[src/rtl/up_dn_counter_param.sv]
// rtl/up_dn_counter_param.sv - parametrised bounded up/down counter with saturate/wrap modes
module up_dn_counter_param #(
    parameter int WIDTH   = 8,
    parameter int MIN_VAL = 0,
    parameter int MAX_VAL = 200,
    parameter int STEP_W  = 3
) (
    input  logic              CLK,
    input  logic              RST,
    input  logic [WIDTH-1:0]  IN,
    input  logic              Load,
    input  logic              Up,
    input  logic              Down,
    input  logic [STEP_W-1:0] Step,
    input  logic              Mode,
    output logic [WIDTH-1:0]  Counter,
    output logic              High,
    output logic              Low,
    output logic              Wrap,
    output logic              Sat
);

    // Two guard bits keep Counter+Step and Counter+R-Step free of overflow.
    localparam int W2 = WIDTH + 2;

    localparam logic [WIDTH-1:0] MIN_C = WIDTH'(MIN_VAL);
    localparam logic [WIDTH-1:0] MAX_C = WIDTH'(MAX_VAL);
    localparam logic [W2-1:0]    MIN_W = W2'(MIN_VAL);
    localparam logic [W2-1:0]    MAX_W = W2'(MAX_VAL);
    localparam logic [W2-1:0]    R_W   = W2'(MAX_VAL - MIN_VAL + 1);

    logic [W2-1:0]    cnt_w;
    logic [W2-1:0]    in_w;
    logic [W2-1:0]    step_w;
    logic [W2-1:0]    sum_up;
    logic [W2-1:0]    room_dn;
    logic             in_gt_max;
    logic             in_lt_min;
    logic [WIDTH-1:0] cnt_nxt;
    logic             wrap_nxt;
    logic             sat_nxt;

    assign cnt_w   = {2'b00, Counter};
    assign in_w    = {2'b00, IN};
    assign step_w  = W2'(Step);
    assign sum_up  = cnt_w + step_w;
    assign room_dn = cnt_w - MIN_W;

    assign in_gt_max = (in_w > MAX_W);
    // IN < MIN_VAL rewritten as IN + R <= MAX_VAL so it never degenerates
    // into an always-false compare against zero when MIN_VAL is 0.
    assign in_lt_min = ((in_w + R_W) <= MAX_W);

    // Next-state selection: load beats down beats up; no request holds.
    always_comb begin
        cnt_nxt  = Counter;
        wrap_nxt = 1'b0;
        sat_nxt  = 1'b0;
        if (Load) begin
            if (in_gt_max) begin
                cnt_nxt = MAX_C;
                sat_nxt = 1'b1;
            end else if (in_lt_min) begin
                cnt_nxt = MIN_C;
                sat_nxt = 1'b1;
            end else begin
                cnt_nxt = IN;
            end
        end else if (Down) begin
            if (room_dn >= step_w) begin
                cnt_nxt = WIDTH'(cnt_w - step_w);
            end else if (Mode) begin
                cnt_nxt  = WIDTH'(cnt_w + R_W - step_w);
                wrap_nxt = 1'b1;
            end else begin
                cnt_nxt = MIN_C;
                sat_nxt = 1'b1;
            end
        end else if (Up) begin
            if (sum_up <= MAX_W) begin
                cnt_nxt = WIDTH'(sum_up);
            end else if (Mode) begin
                cnt_nxt  = WIDTH'(sum_up - R_W);
                wrap_nxt = 1'b1;
            end else begin
                cnt_nxt = MAX_C;
                sat_nxt = 1'b1;
            end
        end
    end

    // Count register and one-cycle event pulses; reset wins over everything.
    always_ff @(posedge CLK) begin
        if (RST) begin
            Counter <= MIN_C;
            Wrap    <= 1'b0;
            Sat     <= 1'b0;
        end else begin
            Counter <= cnt_nxt;
            Wrap    <= wrap_nxt;
            Sat     <= sat_nxt;
        end
    end

    assign High = (Counter == MAX_C);
    assign Low  = (Counter == MIN_C);

endmodule

[config.mk]
export PLATFORM = sky130hd
export DESIGN_NAME = up_dn_counter_param
export DESIGN_NICKNAME = d
export VERILOG_FILES = /design/src/rtl/up_dn_counter_param.sv
export SDC_FILE = /design/constraint.sdc
export NUM_CORES = 1
export LEC_CHECK = 0
export ABC_AREA = 1
export BUFFER_PORTS_ARGS = -buffer_cell sky130_fd_sc_hd__buf_2
export CORE_ASPECT_RATIO = 0.6
export CORE_UTILIZATION = 35
export CTS_BUF_LIST = sky130_fd_sc_hd__clkbuf_4 sky130_fd_sc_hd__clkbuf_8
export DETAILED_ROUTE_END_ITERATION = 6
export PLACE_DENSITY = 0.56
export SLEW_MARGIN = 20
export SYNTH_ARGS = -nofsm -noshare
export SYNTH_HDL_FRONTEND = slang
export SYNTH_SLANG_ARGS = --single-unit
[constraint.sdc]
create_clock -name CLK -period 3.04 [get_ports CLK]
set_input_delay 0.456 -clock CLK [delete_from_list [all_inputs] [get_ports CLK]]
set_output_delay 0.456 -clock CLK [all_outputs]
set_load 0.005 [all_outputs]
==> results.txt <==
Status -> finished, final reports clean
Final setup TNS -> 0 ns
Fmax -> 397 MHz
Hold-fix buffers, CTS -> 0
Flop and latch count out of synthesis -> 10
Initial antenna violation count -> 0
Critical Path Max Stage Delay -> 0.52 ns
Cell Area, Synth -> 0.00181 mm^2
Worst vdd ir -> 0.175 mV
Number of max-cap violations -> 0
Critical path's slowest cell -> fa_1
Critical Path RT -> 3.17 ns
Met2 Usage GRT -> 27.5%
CTS Root Cell -> clkbuf_8
Post-synthesis instance total -> 286
Setup violators final -> 0
YS warnings -> 0
Reg2Reg Launch Point -> Counter[2]
I/O Buffers -> 28
Cell area power density -> 372 mW/mm^2
Worst Setup End Kind -> register
Largest cells by area after synthesis -> ha_1 (15%), nand2_1 (13%), dfxtp_1 (11%)
Crit share post-route -> 82.8%
CP max FO -> 10
First-pass GRT wire length -> 8730 um
Mean Syn Cell Area -> 6.31 um^2
WP depth -> 13
Share of the synthesized area in the top cell type -> 14.6%
Layout Skew -> 0.00839 ns
Worst EP arrival -> 2.65 ns
GRT met1 Usage -> 35.9%
WL/cell -> 14.4 um
Post-DP HPWL -> 4480 um
Flop2flop setup slack -> 0.52 ns
Most used cell, CP -> nand2_1
Clk sinks -> 10
Layout cells sized above 1 -> 22.0%
Unrepaired setup endpoints after global routing -> no
Finished Layout Cells -> 377
Antenna Nets Post-Route -> 0
Final Hold Vio Count -> 0
Resized cells post-CTS -> 0
Largest net degree at the start of global routing -> 13
Post-CTS Setup Bufs -> 0
Worst Setup EP -> Counter[7]
Core area -> 0.00475 mm^2
Fillcell total -> 516
CTS buffer count -> 3
GR Overflow Total -> 0
Synth cell types -> 36
Crit path cell chain -> ha_1 -> fa_1 -> nand2_1 -> nand3_1 -> nand2_1 -> nand2_1 -> a21oi_1 -> xor2_1 -> nor2_1 -> nor2_1 -> nor2_1 -> nand2_1 -> a21oi_1
WS Path Type -> reg -> reg
Critical path's top delay family -> adder cells
DRC -> 0
Worst-path clk slew -> 0.06 ns
TritonCTS clock tree -> yes
Nets@finish -> 356
Post-synth top flop -> dfxtp_1
Net Count, Synth -> 327
Hold Path Class -> in -> reg
Initial core utilization -> 38.0%
Total Wirelength -> 5410 um
Die Wd -> 94.7 um
Top-Level Pins -> 29
GPL Wtd Cong -> 0.841
Sequential area share after synthesis -> 11.1%
Worst r2r path cells -> 13
Die area -> 0.00546 mm^2
GRT Total Usage -> 21.5%
Actual slew at the worst max-slew pin -> 0.558 ns
Power Total -> 0.000761 W
Clk buf depth -> 2
Fin. max-slew vios -> 0
Vias in the first global route -> 1,641
Initial DRC Count -> 113
Critical Path Start -> Counter[2]
Die Height -> 57.6 um
Async S/R FF share, synth -> 0%
Antenna fix cells -> 0
DR vias -> 1,912
Hold Slack -> 0.491 ns
Leakage Power -> 1.06 nW
Worst reg2reg endpoint -> Counter[7]
Vias/cell -> 5.07
Worst slew margin -> 62.6%
H-tree depth -> 1
Gr busiest metal -> met1
Drt first pass iters -> 5
Final min period -> 2.52 ns
CP Launch Type -> register
Crit path buffers/inverters -> 0
Area leader, netlist -> ha_1
Clock Latency Late Sink -> 0.25 ns
Dpl ws -> 0.260 ns
EDFF count, synth -> 0
Placed insts -> 373
Syn-to-layout area delta -> 13.2%
Worst setup margin -> 0.522 ns
Core Rows -> 19
Met3 Use GR -> 4.72%
-- sequential cells by signal (all words and copies together) (netlist names) --
name and flops:
Counter 8, Sat 1, Wrap 1
-- layout make-up --
class | instances | area (um^2) | share of cell area [%]
multi-input combinational | 220 | 1360 | 66.6
sequential | 10 | 200 | 9.79
inverter | 50 | 193 | 9.42
timing repair buffer | 30 | 155 | 7.59
tap | 63 | 78.8 | 3.86
clock buffer | 4 | 55.1 | 2.69
-- how the worst min path moves through the flow --
stage	from	end	slack, ns	cells past startpoint
floorplan	Counter[1]	Counter[1]	0.50	2
global placement	Counter[1]	Counter[1]	0.53	2
detailed placement	Counter[1]	Counter[1]	0.55	2
CTS	RST	Counter[1]	0.48	2
global route	RST	Sat	0.51	2
finish	RST	Counter[1]	0.49	2
-- cell families after synthesis --
family / share of synthesized area (%)
XOR/XNOR: 3.88
AO/OA/AOI/OAI: 19.6
flip-flops: 11.1
buffers and inverters: 13.4
adder cells (fa/ha/maj): 17.9
AND/OR/NAND/NOR: 34.1
-- worst reg2reg max path, stage by stage (launching register included) --
cell and delay, ns:
dfxtp_1 0.47, ha_1 0.45, fa_1 0.53, nand2_1 0.09
nand3_1 0.09, nand2_1 0.09, nand2_1 0.06, a21oi_1 0.14
xor2_1 0.15, nor2_1 0.05, nor2_1 0.09, nor2_1 0.06
nand2_1 0.07, a21oi_1 0.05
-- report_power, final --
group	leakage [nW]	internal [W]	switching (W)
registers	0.0826	0.000143	0.0000220
logic	0.948	0.000155	0.000265
clock network	0.0288	0.000115	0.0000619
-- per-layer routing --
layer / share of wire, % / up-vias
met5: 0 / -
met4: 0.31 / 0
met3: 8.3 / 3
met2: 36 / 71
met1: 55 / 851
li1: - / 987
-- per-stage QoR --
stage          utilization (%)  cell area [um^2]
2_1_floorplan                -              1810
3_3_place_gp              41.8              1990
3_5_place_dp              41.8              1990
4_1_cts                   43.0              2040
5_1_grt                   43.0              2040
6_report                  43.0              2040
-- synthesized netlist by cell type (2+ instances only) --
cell       n
a21oi_1   19
a21oi_2    2
a31oi_1    5
buf_6      3
dfxtp_1   10
fa_1       3
ha_1      21
inv_1     45
inv_2      2
inv_4      2
nand2_1   62
nand2_2   12
nand2_4    3
nand3_1   23
nand3_2    2
nand4_1    4
nor2_1    11
nor2_2     5
nor3_1     3
o211ai_2   2
o21a_1     2
o21ai_0   16
o21ai_1    5
o21ai_2    3
o31ai_1    3
or2_2      2
xnor2_1    2
xor2_1     6
-- cell usage in the layout, fill, tap and decap left out --
cell / netlist / final
nand2_1: 62 / 62
inv_1: 45 / 45
buf_2: 0 / 28
nand3_1: 23 / 23
ha_1: 21 / 21
a21oi_1: 19 / 19
o21ai_0: 16 / 16
nand2_2: 12 / 12
nor2_1: 11 / 11
dfxtp_1: 10 / 10
xor2_1: 6 / 6
nor2_2: 5 / 5
a31oi_1: 5 / 5
o21ai_1: 5 / 5
nand4_1: 4 / 4
clkbuf_8: 0 / 4
nor3_1: 3 / 3
nand2_4: 3 / 3
o21ai_2: 3 / 3
o31ai_1: 3 / 3
fa_1: 3 / 3
inv_2: 2 / 2
inv_4: 2 / 2
a21oi_2: 2 / 2
nand3_2: 2 / 2
o211ai_2: 2 / 2
o21a_1: 2 / 2
xnor2_1: 2 / 2
or2_2: 2 / 2
buf_4: 1 / 2
nor4_1: 1 / 1
clkinv_1: 1 / 1
nor3b_1: 1 / 1
o21bai_1: 1 / 1
o2111ai_1: 1 / 1
(Power assumes the default switching activity.)
